### src/rtl/id_ex_pipe_reg.sv
// -----------------------------------------------------------------------------
// id_ex_pipe_reg
//   ID/EX pipeline register with load-use hazard detection and bubble
//   insertion. It captures decoded operands, register addresses and control
//   from decode and drives the EX stage. It is the only source of the
//   decode-side stall for load-use hazards.
//
//   Per-edge priority: flush (bubble) > ex_stall (hold) > hazard (bubble)
//   > normal load of the id_* fields.
//
// Ports:
//   clk, rst_n                  clock, asynchronous active-low reset
//   id_valid                    decode slot holds a real instruction
//   id_rsrc_addr/id_rdst_addr   source/destination register addresses
//   id_uses_rsrc/id_uses_rdst   instruction reads Rsrc / Rdst as operands
//   id_rsrc_data/id_rdst_data   register-file read data
//   id_imm, id_ctrl             immediate, opaque EX/MEM/WB control bundle
//   id_reg_write, id_mem_read   writes Rdst / is a load
//   flush                       branch taken; kill the decode instruction
//   ex_stall                    downstream multi-cycle stall; hold EX
//   id_stall                    hold PC and IF/ID this cycle (combinational)
//   ex_*                        registered EX-stage copies of the fields
//   bubble_cnt, flush_cnt       saturating statistics (HAZARD_STATS_EN only)
//
// Optional feature macro: HAZARD_STATS_EN
// -----------------------------------------------------------------------------
module id_ex_pipe_reg #(
    parameter int REG_ADDR_W = 3,
    parameter int DATA_W     = 16,
    parameter int CTRL_W     = 8
) (
    input  logic                  clk,
    input  logic                  rst_n,
    input  logic                  id_valid,
    input  logic [REG_ADDR_W-1:0] id_rsrc_addr,
    input  logic [REG_ADDR_W-1:0] id_rdst_addr,
    input  logic                  id_uses_rsrc,
    input  logic                  id_uses_rdst,
    input  logic [DATA_W-1:0]     id_rsrc_data,
    input  logic [DATA_W-1:0]     id_rdst_data,
    input  logic [DATA_W-1:0]     id_imm,
    input  logic [CTRL_W-1:0]     id_ctrl,
    input  logic                  id_reg_write,
    input  logic                  id_mem_read,
    input  logic                  flush,
    input  logic                  ex_stall,
    output logic                  id_stall,
    output logic                  ex_valid,
    output logic [REG_ADDR_W-1:0] ex_rsrc_addr,
    output logic [REG_ADDR_W-1:0] ex_rdst_addr,
    output logic [DATA_W-1:0]     ex_rsrc_data,
    output logic [DATA_W-1:0]     ex_rdst_data,
    output logic [DATA_W-1:0]     ex_imm,
    output logic [CTRL_W-1:0]     ex_ctrl,
    output logic                  ex_reg_write,
    output logic                  ex_mem_read
`ifdef HAZARD_STATS_EN
    ,
    output logic [15:0]           bubble_cnt,
    output logic [15:0]           flush_cnt
`endif
);

    typedef enum logic [0:0] {
        ST_RUN    = 1'b0,
        ST_BUBBLE = 1'b1
    } state_e;

    state_e state_q, state_d;

    logic                  valid_q,     valid_d;
    logic [REG_ADDR_W-1:0] rsrc_addr_q, rsrc_addr_d;
    logic [REG_ADDR_W-1:0] rdst_addr_q, rdst_addr_d;
    logic [DATA_W-1:0]     rsrc_data_q, rsrc_data_d;
    logic [DATA_W-1:0]     rdst_data_q, rdst_data_d;
    logic [DATA_W-1:0]     imm_q,       imm_d;
    logic [CTRL_W-1:0]     ctrl_q,      ctrl_d;
    logic                  reg_write_q, reg_write_d;
    logic                  mem_read_q,  mem_read_d;

    logic hazard_s;
    logic insert_bubble_s;

    // Load-use detection against the instruction currently in EX. In BUBBLE
    // the hazard is masked so one load can never produce two bubbles.
    always_comb begin
        hazard_s = 1'b0;
        if (state_q == ST_BUBBLE) begin
            hazard_s = 1'b0;
        end else begin
            hazard_s = id_valid & valid_q & mem_read_q & reg_write_q &
                       ((id_uses_rsrc & (id_rsrc_addr == rdst_addr_q)) |
                        (id_uses_rdst & (id_rdst_addr == rdst_addr_q)));
        end
    end

    assign insert_bubble_s = hazard_s & ~flush & ~ex_stall;
    assign id_stall        = rst_n & ~flush & (ex_stall | hazard_s);

    // Next EX contents. Bubbles still carry the id_* addresses and data so
    // the forwarding compare sees stable values; only valid/write/load/ctrl
    // are cleared.
    always_comb begin
        valid_d     = valid_q;
        rsrc_addr_d = rsrc_addr_q;
        rdst_addr_d = rdst_addr_q;
        rsrc_data_d = rsrc_data_q;
        rdst_data_d = rdst_data_q;
        imm_d       = imm_q;
        ctrl_d      = ctrl_q;
        reg_write_d = reg_write_q;
        mem_read_d  = mem_read_q;
        if (ex_stall & ~flush) begin
            valid_d = valid_q;
        end else begin
            rsrc_addr_d = id_rsrc_addr;
            rdst_addr_d = id_rdst_addr;
            rsrc_data_d = id_rsrc_data;
            rdst_data_d = id_rdst_data;
            imm_d       = id_imm;
            if (flush | hazard_s) begin
                valid_d     = 1'b0;
                ctrl_d      = {CTRL_W{1'b0}};
                reg_write_d = 1'b0;
                mem_read_d  = 1'b0;
            end else begin
                valid_d     = id_valid;
                ctrl_d      = id_ctrl;
                reg_write_d = id_reg_write;
                mem_read_d  = id_mem_read;
            end
        end
    end

    // Bubble-tracking FSM next state.
    always_comb begin
        state_d = state_q;
        case (state_q)
            ST_RUN: begin
                if (insert_bubble_s) begin
                    state_d = ST_BUBBLE;
                end else begin
                    state_d = ST_RUN;
                end
            end
            ST_BUBBLE: begin
                if (flush) begin
                    state_d = ST_RUN;
                end else if (ex_stall) begin
                    state_d = ST_BUBBLE;
                end else begin
                    state_d = ST_RUN;
                end
            end
            default: state_d = ST_RUN;
        endcase
    end

    // EX-stage register bank and FSM state.
    always_ff @(posedge clk or negedge rst_n) begin
        if (!rst_n) begin
            state_q     <= ST_RUN;
            valid_q     <= 1'b0;
            rsrc_addr_q <= {REG_ADDR_W{1'b0}};
            rdst_addr_q <= {REG_ADDR_W{1'b0}};
            rsrc_data_q <= {DATA_W{1'b0}};
            rdst_data_q <= {DATA_W{1'b0}};
            imm_q       <= {DATA_W{1'b0}};
            ctrl_q      <= {CTRL_W{1'b0}};
            reg_write_q <= 1'b0;
            mem_read_q  <= 1'b0;
        end else begin
            state_q     <= state_d;
            valid_q     <= valid_d;
            rsrc_addr_q <= rsrc_addr_d;
            rdst_addr_q <= rdst_addr_d;
            rsrc_data_q <= rsrc_data_d;
            rdst_data_q <= rdst_data_d;
            imm_q       <= imm_d;
            ctrl_q      <= ctrl_d;
            reg_write_q <= reg_write_d;
            mem_read_q  <= mem_read_d;
        end
    end

    assign ex_valid     = valid_q;
    assign ex_rsrc_addr = rsrc_addr_q;
    assign ex_rdst_addr = rdst_addr_q;
    assign ex_rsrc_data = rsrc_data_q;
    assign ex_rdst_data = rdst_data_q;
    assign ex_imm       = imm_q;
    assign ex_ctrl      = ctrl_q;
    assign ex_reg_write = reg_write_q;
    assign ex_mem_read  = mem_read_q;

`ifdef HAZARD_STATS_EN
    logic [15:0] bubble_cnt_q, bubble_cnt_d;
    logic [15:0] flush_cnt_q,  flush_cnt_d;

    // Saturating statistics counters.
    always_comb begin
        bubble_cnt_d = bubble_cnt_q;
        flush_cnt_d  = flush_cnt_q;
        if (insert_bubble_s && (bubble_cnt_q != 16'hFFFF)) begin
            bubble_cnt_d = bubble_cnt_q + 16'd1;
        end else begin
            bubble_cnt_d = bubble_cnt_q;
        end
        if (flush && (flush_cnt_q != 16'hFFFF)) begin
            flush_cnt_d = flush_cnt_q + 16'd1;
        end else begin
            flush_cnt_d = flush_cnt_q;
        end
    end

    // Statistics counter registers.
    always_ff @(posedge clk or negedge rst_n) begin
        if (!rst_n) begin
            bubble_cnt_q <= 16'd0;
            flush_cnt_q  <= 16'd0;
        end else begin
            bubble_cnt_q <= bubble_cnt_d;
            flush_cnt_q  <= flush_cnt_d;
        end
    end

    assign bubble_cnt = bubble_cnt_q;
    assign flush_cnt  = flush_cnt_q;
`endif

endmodule

### config.mk
export PLATFORM = sky130hd
export DESIGN_NAME = id_ex_pipe_reg
export DESIGN_NICKNAME = d
export VERILOG_FILES = /design/src/rtl/id_ex_pipe_reg.sv
export SDC_FILE = /design/constraint.sdc
export NUM_CORES = 1
export LEC_CHECK = 0
export ABC_AREA = 0
export BUFFER_PORTS_ARGS = -buffer_cell sky130_fd_sc_hd__buf_2
export CAP_MARGIN = 5
export CORE_MARGIN = 2
export CORE_UTILIZATION = 42
export CTS_BUF_LIST = sky130_fd_sc_hd__clkbuf_16
export CTS_CLUSTER_DIAMETER = 60
export CTS_CLUSTER_SIZE = 12
export DETAILED_ROUTE_END_ITERATION = 8
export GPL_ROUTABILITY_DRIVEN = 1
export PLACE_DENSITY_LB_ADDON = 0.12
export SLEW_MARGIN = 5
export SYNTH_ARGS = -nofsm -noshare
export SYNTH_HDL_FRONTEND = slang
export SYNTH_SLANG_ARGS = --single-unit
### constraint.sdc
create_clock -name clk -period 1.6 [get_ports clk]
set_input_delay 0.16 -clock clk [delete_from_list [all_inputs] [get_ports clk]]
set_output_delay 0.16 -clock clk [all_outputs]
set_load 0.02 [all_outputs]
==> impl_metrics.json, run 1 <==
{
  "clkLatencyLatePin_ns": 0.32,
  "die_h_um": 88.2,
  "power_leakage_nw": 2.12,
  "dieArea_um2": 7790,
  "root_buffer": "clkbuf_16",
  "synth.distinct_cells": 26,
  "worst_slack_ns": -0.0842,
  "cp.required_ns": 1.44,
  "coreArea_um2": 6830,
  "crit_type": "reg2out",
  "grt_pass1_vias": 2106,
  "syn_to_final_growth_pct": 38.9,
  "clockPowerShare_pct": 44.8,
  "dp_cells": 420,
  "sw_frac_of_total_pct": 24.9,
  "gp_congestion": 0.710,
  "vias": 2087,
  "p_int_mw": 3.74,
  "grt_pass1_wl_um": 10200,
  "crit_path_start_kind": "flip-flop",
  "cts_tree": "done",
  "ant_nets": 0,
  "hold_path_class": "in2async",
  "setup_viol_count_final": 1,
  "final_cells": 437,
  "overflow": 0,
  "cts_hold_buf": 0,
  "ys_ff_latch": 66,
  "rsz0062_at_grt": "yes",
  "seqPwrFrac_pct": 38.2,
  "cts_inserted_buffers": 9,
  "max-slew-margin-rel_pct": 44.9,
  "drtPass1Iterations": 4,
  "violations": "negative setup slack",
  "ir_drop_uv": 705,
  "routedWlPerCell_um": 15.3,
  "rows": 30,
  "die_w_um": 88.2,
  "power_density_nw_per_um2": 1200,
  "crit_arrival_ns": 1.52,
  "nets": 407,
  "hold_violations": 0,
  "syn_area_per_cell_um2": 15.7,
  "outcome": "finished with violations",
  "syn-cell-area_um2": 2980,
  "drc": 0,
  "drt_iter0_drc": 54,
  "fmax_mhz": 594,
  "synth_nets": 261,
  "n_antenna_cell": 0,
  "htreeDepth": 3,
  "ys_seq_area_share_pct": 55.4,
  "nFillCells": 574,
  "skew_ns": 0.00500,
  "antenna_found_initial": 1,
  "whs_ns": 0.0530,
  "worst_setup_hold_path_clk_slew_ns": 0.06,
  "initial_utilization_pct": 43.6,
  "synthCells": 190,
  "path_max_fanout": 4,
  "hpwlAfterDp_um": 4600,
  "portBuffers": 136,
  "max_cap_violations": 0,
  "fin_util_pct": 60.6,
  "final.min_clock_period_ns": 1.68,
  "gr-usage-all-layers_pct": 17.2,
  "power_switching_mw": 1.24,
  "io_pins": 137,
  "comb_power_share_pct": 17.0,
  "final.setup.tns_ns": -0.0842,
  "ys_warn_count": 0,
  "layout_commonest_cell": "buf_2",
  "clk_path_buf_depth": 2,
  "grt_max_degree": 67,
  "vias_per_cell": 4.78,
  "mostFrequentLayoutCells": "buf_2, dfrtp_1, mux2_4",
  "tightest_slew_ns": 0.826,
  "routed_wl_um": 6700,
  "timing.final.crit_share_pct": 105,
  "slew_violations": 0,
  "layout-drive-gt1-share_pct": 66.6,
  "worst_setup_path_end_kind": "primary output",
  "clock-sinks": 66
}
## layer usage
metal / up-vias / track usage [%] / share of wire, %
met5: - / 0 / 0.19
met4: 2 / 8.26 / 1.6
met3: 13 / 5.69 / 8.1
met2: 88 / 27.4 / 47
met1: 1008 / 21.1 / 43
li1: 976 / - / -
## flip-flops by register name (all words and copies together), names as in the netlist, 3 cells and up
| signal | cells |
|---|---|
| ex_rdst_data | 16 |
| ex_rsrc_addr | 3 |
| ex_rdst_addr | 3 |
| ex_imm | 16 |
| ex_rsrc_data | 16 |
| ex_ctrl | 8 |
## power groups by stage
stage	sequential, mW	clock (mW)	combinational, mW
floorplan	2.10	0	0.338
global placement	1.92	0	0.830
detailed placement	1.92	0	0.834
CTS	1.90	2.28	0.845
global route	1.92	2.37	0.909
finish	1.90	2.23	0.847
## area by class of cell
class	instances	area (um^2)	share of cell area [%]
clock buffers	9	225	5.44
clock inverters	7	118	2.84
well taps	96	120	2.90
inverters	1	3.75	0.0907
repair buffers	145	779	18.8
multi-input cells	113	1240	29.9
flip-flops and latches	66	1660	40.0
## logic make-up after synthesis
logic type / share of synthesized area (%)
AO/OA/AOI/OAI: 4.20
multiplexers: 26.8
XOR/XNOR: 1.76
AND/OR/NAND/NOR: 7.09
flip-flops: 55.4
buffers and inverters: 4.70
## worst max-delay path, stage by stage, from the launching register on
cell and delay, ns:
dfrtp_2 0.44, xnor2_2 0.16, nand4_2 0.14, a21oi_2 0.15, o211a_1 0.18, buf_6 0.12
## cells in the mapped netlist
cell type / count / area, um^2
nand3_1: 8 / 40.0
nand2_1: 12 / 45.0
and3_1: 1 / 6.26
nand4_2: 2 / 25.0
a32o_1: 1 / 10.0
buf_12: 5 / 100
nor2_1: 1 / 3.75
mux2_2: 3 / 33.8
xnor2_1: 6 / 52.6
nand4_1: 1 / 6.26
nor3_1: 1 / 5.00
o211a_1: 1 / 10.0
mux2_4: 51 / 766
buf_6: 2 / 22.5
nor2b_4: 1 / 13.8
a31oi_1: 1 / 6.26
dfrtp_1: 66 / 1650
a21oi_1: 1 / 5.00
a22oi_1: 7 / 52.6
buf_2: 2 / 10.0
nor3b_1: 8 / 60.1
clkbuf_1: 1 / 3.75
o21ai_0: 3 / 15.0
a32oi_1: 3 / 26.3
inv_1: 1 / 3.75
nor2b_1: 1 / 6.26
## path summary, 6_finish.rpt
path | from | endpoint | slack [ns] | cells past startpoint
max in group asynchronous | rst_n | ex_rdst_addr[1] | 0.98 | 2
setup reg to reg | ex_rdst_addr[1] | state_q | 0.27 | 5
min in group clk | id_imm[7] | ex_imm[7] | 0.07 | 2
hold reg to reg | ex_rdst_data[9] | ex_rdst_data[9] | 0.50 | 1
setup / recovery | ex_rdst_addr[1] | id_stall | -0.08 | 5
hold / removal | rst_n | ex_mem_read | 0.05 | 2
## through the flow
step / total power, mW / area [um^2] / setup WS (ns)
finish: 4.98 / 4140 / -0.0842
global route: 5.19 / 4140 / -0.183
CTS: 5.02 / 4090 / -0.116
floorplan: 2.44 / 2980 / 0.111
detailed placement: 2.76 / 3730 / 0.192
global placement: 2.75 / 3730 / 0.218
## timing repair
item                                    in CTS  in global routing
gates resized for setup                      3                  9
endpoints found under the setup margin       1                  1
buffers inserted                             1                  0
pin swaps                                    4                  1
Note: power is estimated with default switching activity, not from simulation.
==> inputs of run 2 (changes only) <==
- BUFFER_PORTS_ARGS: -buffer_cell sky130_fd_sc_hd__buf_2 -> default
- CELL_PAD_IN_SITES_DETAIL_PLACEMENT: default -> 1
- CELL_PAD_IN_SITES_GLOBAL_PLACEMENT: default -> 2
- CORE_UTILIZATION: 42 -> 40
- DONT_BUFFER_PORTS: default -> 1
==> run 2 against run 1 <==
The run ends with negative hold slack, negative setup slack left. Hold slack got worse by 0.52 ns. Non-clock buffer count down 76. Wire length increased by 15%. Maximum frequency up 4.8%. Core utilization decreased by 5.2 points. Sequential power rose by 11%. Global-route usage increased by 2.9 points. Setup slack improved by 0.077 ns. Largest cell class unchanged. Largest power group is now registers.
==> impl_metrics.json, run 2 (synthesis results as in run 1) <==
{
  "vias": 1868,
  "grt_pass1_vias": 2164,
  "grt_max_degree": 68,
  "clockPowerShare_pct": 43.5,
  "crit_type": "reg2out",
  "drc": 0,
  "portBuffers": 0,
  "coreArea_um2": 7250,
  "tightest_slew_ns": 0.350,
  "initial_utilization_pct": 41.1,
  "power_switching_mw": 1.16,
  "power_leakage_nw": 1.81,
  "path_max_fanout": 3,
  "cp.required_ns": 1.44,
  "ant_nets": 0,
  "sw_frac_of_total_pct": 24.8,
  "clk_path_buf_depth": 2,
  "worst_setup_hold_path_clk_slew_ns": 0.06,
  "setup_viol_count_final": 1,
  "crit_path_start_kind": "flip-flop",
  "nets": 331,
  "final.setup.tns_ns": -0.00749,
  "die_w_um": 90.3,
  "cts_inserted_buffers": 9,
  "overflow": 0,
  "wl_met2_um": 3900,
  "clkLatencyLatePin_ns": 0.32,
  "wl_met1_um": 3000,
  "seqPwrFrac_pct": 45.0,
  "io_pins": 137,
  "hold_violations": 66,
  "root_buffer": "clkbuf_16",
  "rsz0062_at_grt": "yes",
  "routedWlPerCell_um": 21.1,
  "violations": "negative hold slack, negative setup slack",
  "comb_power_share_pct": 11.5,
  "die_h_um": 90.3,
  "rows": 31,
  "outcome": "finished with violations",
  "dpl_cell_area_um2": 3080,
  "fmax_mhz": 622,
  "crit_arrival_ns": 1.45,
  "hpwlAfterDp_um": 4620,
  "gr-usage-all-layers_pct": 20.1,
  "gp_congestion": 0.752,
  "final.min_clock_period_ns": 1.61,
  "dieArea_um2": 8160,
  "clock-sinks": 66,
  "timing.final.crit_share_pct": 100,
  "dr.max_layer_used": "met4",
  "routed_wl_um": 7690,
  "met3WireLength_um": 619,
  "cts_hold_buf": 57,
  "fin_area_um2": 4020,
  "n_antenna_cell": 0,
  "hold_path_class": "in2async",
  "layout-drive-gt1-share_pct": 34.7,
  "antenna_found_initial": 0,
  "grt_pass1_wl_um": 12600,
  "fin_util_pct": 55.4,
  "max_cap_violations": 0,
  "drt_iter0_drc": 48,
  "max-slew-margin-rel_pct": 76.6,
  "p_int_mw": 3.51,
  "worst_slack_ns": -0.00749,
  "vias_per_cell": 5.13,
  "ir_drop_uv": 585,
  "drtPass1Iterations": 4,
  "cts_tree": "done",
  "power_density_nw_per_um2": 1160,
  "whs_ns": -0.466,
  "mostFrequentLayoutCells": "dfrtp_1, dlygate4sd3_1, mux2_4",
  "htreeDepth": 3,
  "syn_to_final_growth_pct": 34.7,
  "worst_setup_path_end_kind": "primary output",
  "layout_commonest_cell": "dfrtp_1",
  "skew_ns": 0.00248,
  "slew_violations": 0
}
-- run 2: layout make-up --
type	count	area, um^2
clock inverters	7	85.1
flip-flops and latches	66	1650
multi-input cells	113	1240
well taps	99	124
fillers	716	3240
clock buffers	9	225
repair buffers	69	686
inverters	1	3.75
-- run 2: layer usage --
metal | vias up | track usage, %
met5 | - | 0
met4 | 0 | 6.54
met3 | 12 | 8.51
met2 | 97 | 33.1
met1 | 934 | 23.7
li1 | 825 | -
-- run 2: critical path: stages (launching register included) --
cell,delay (ns)
dfrtp_2,0.44
xnor2_2,0.16
nand4_2,0.14
a21oi_2,0.18
o211a_4,0.21
-- run 2: path summary, 6_finish.rpt --
path / start / to / slack, ns / cells past startpoint
min in group clk: id_mem_read / ex_mem_read / 0.01 / 2
max in group asynchronous: rst_n / ex_rdst_addr[0] / 1.97 / 0
min: rst_n / ex_rsrc_data[14] / -0.47 / 0
max reg2reg: state_q / ex_ctrl[5] / 0.20 / 6
min reg2reg: state_q / state_q / 0.55 / 1
max: ex_rdst_addr[0] / id_stall / -0.007 / 4
-- run 2: through the flow --
stage	hold WS (ns)	instances	worst slack, ns	total power, mW
2_1_floorplan	-0.136	190	0.111	2.44
3_3_place_gp	-0.134	290	0.272	2.50
3_5_place_dp	-0.134	290	0.226	2.52
4_1_cts	-0.481	363	-0.105	4.69
5_1_grt	-0.493	364	-0.0720	4.86
6_report	-0.466	364	-0.00749	4.67
-- run 2: what timing repair did --
| item | in CTS | in global routing |
|---|---|---|
| endpoints found under the setup margin | 1 | 1 |
| pin swaps | 5 | 5 |
| endpoints found under the hold margin | 123 | 66 |
| resized for setup | 3 | 6 |
| buffers inserted | 0 | 1 |
-- run 2: power groups by stage --
stage	sequential, mW	combinational (mW)	clock, mW
global placement	2.11	0.386	0
finish	2.10	0.535	2.03
detailed placement	2.12	0.402	0
global route	2.12	0.576	2.17
floorplan	2.10	0.338	0
CTS	2.10	0.524	2.07
==> inputs of run 3 (changes only) <==
- CAP_MARGIN: 5 -> 0
- CORE_UTILIZATION: 40 -> 42
- SKIP_LAST_GASP: default -> 1
- clock period: 1.6 -> 2 ns (I/O delays scaled with it)
==> run 3 against run 2 <==
The run now ends clean. Clock skew increased by 0.0032 ns. Global-route usage decreased by 2.9 points. Register-to-register slack improved by 0.28 ns. Hold slack improved by 0.49 ns. Critical path type unchanged. Largest cell class unchanged. Highest routed layer unchanged.
==> impl_metrics.json, run 3 (synthesis results as in run 1) <==
{
  "outcome": "completed",
  "hold_depth": 2,
  "skew_ns": 0.00564,
  "coreArea_um2": 6830,
  "rr_endpoint": "ex_ctrl[7]",
  "drtPass1Iterations": 4,
  "die_h_um": 88.2,
  "clk_path_buf_depth": 2,
  "power_density_nw_per_um2": 1060,
  "routed_wl_um": 6610,
  "nets": 269,
  "cts_resized": 0,
  "overflow": 0,
  "reg2regPathDepth": 5,
  "crit_slowest_cell": "dfrtp_1",
  "ff2ff_setup_slack_ns": 0.48,
  "gr-usage-all-layers_pct": 17.2,
  "io_pins": 137,
  "tightest_slew_ns": 0.492,
  "crit_type": "reg2out",
  "path_max_fanout": 4,
  "cts_inserted_buffers": 9,
  "setup_viol_count_final": 0,
  "vias_per_cell": 5.51,
  "final.setup.tns_ns": 0,
  "hold_violations": 0,
  "max-slew-margin-rel_pct": 67.2,
  "root_buffer": "clkbuf_16",
  "timing.final.crit_share_pct": 95.3,
  "nFillCells": 666,
  "initial_utilization_pct": 43.6,
  "grt_max_degree": 67,
  "rows": 30,
  "gp_congestion": 0.703,
  "grt_pass1_vias": 1847,
  "antenna_found_initial": 0,
  "max_stage_delay_ns": 0.49,
  "crit_chain": "xnor2_1, nand4_2, a21oi_1, o211a_1",
  "cp_num_cells": 4,
  "drt_iter0_drc": 59,
  "fin_area_um2": 3350,
  "post_cts_buffers": 0,
  "layout-drive-gt1-share_pct": 37.9,
  "rsz0062_at_grt": "no",
  "ir_drop_uv": 513,
  "vias": 1646,
  "cp.required_ns": 1.80,
  "worst_slack_ns": 0.0946,
  "grt_pass1_wl_um": 9890,
  "crit_arrival_ns": 1.71,
  "whs_ns": 0.0242,
  "die_w_um": 88.2,
  "power_mw": 3.53,
  "slew_violations": 0,
  "worst_setup_hold_path_clk_slew_ns": 0.06,
  "dieArea_um2": 7790,
  "cts_tree": "done",
  "hold_path_class": "in2reg",
  "hold_path_startpoint": "id_mem_read",
  "max_cap_violations": 0,
  "worst-path-buf-inv": 0,
  "hpwlAfterDp_um": 4510,
  "syn_to_final_growth_pct": 12.3,
  "crit_path_start_kind": "flip-flop",
  "fmax_mhz": 525,
  "cts_hold_buf": 2,
  "mostFrequentLayoutCells": "dfrtp_1, mux2_4, nand2_1",
  "n_antenna_cell": 0,
  "dpl_cell_area_um2": 3010,
  "clock-sinks": 66,
  "r2r_start": "ex_reg_write",
  "power_leakage_nw": 1.52,
  "routedWlPerCell_um": 22.1,
  "worst_setup_path_end_kind": "primary output",
  "hold-path-endpoint": "ex_mem_read",
  "dp_cells": 281,
  "drc": 0,
  "htreeDepth": 3,
  "layout_commonest_cell": "dfrtp_1",
  "final_cells": 299,
  "dp_worst_setup_slack_ns": 0.411,
  "fin_util_pct": 49.0,
  "crit_family": "compound AO/OA/AOI/OAI gates",
  "final.min_clock_period_ns": 1.91,
  "portBuffers": 0,
  "clkLatencyLatePin_ns": 0.32,
  "ant_nets": 0
}
[run 3: changes by cell type in the layout (fill, tap and decap cells not counted), sizes merged]
cell         previous run  this run
dlygate4sd3            57         1
buf                    12         6
bufinv                  2         1
clkinv                  3         2
clkinvlp                1         2
inv                     2         3
[run 3: power by group]
group	leakage, nW	internal (mW)	switching, mW
registers	0.784	1.45	0.242
logic	0.593	0.188	0.125
clock network	0.141	0.961	0.565
total	1.52	2.60	0.932
[run 3: area by class of cell]
cell class	count	area (um^2)	area share (%)
Tap cell	96	120	3.59
Timing Repair Buffer	7	87.6	2.62
Clock buffer	9	225	6.73
Multi-Input combinational cell	113	1190	35.5
Sequential cell	66	1650	49.3
Inverter	1	3.75	0.112
Clock inverter	7	70.1	2.09
[run 3: worst max-delay path by stage]
stage | from | end | slack (ns)
after global routing | ex_rdst_addr[2] | id_stall | 0.01
final | ex_rdst_addr[2] | id_stall | 0.09
after global placement | ex_rdst_addr[0] | id_stall | 0.44
after detailed placement | ex_rdst_addr[2] | id_stall | 0.41
after CTS | ex_rdst_addr[2] | id_stall | 0.05
after floorplan | ex_rdst_addr[0] | id_stall | 0.47
[run 3: layer usage]
metal  track usage, %  up-vias  routed length [um]
li1                 -      699                   -
met1             17.8      854                2350
met2             30.5       87                3530
met3             8.21        6                 691
met4             5.65        0                  44
met5                0        -                   0
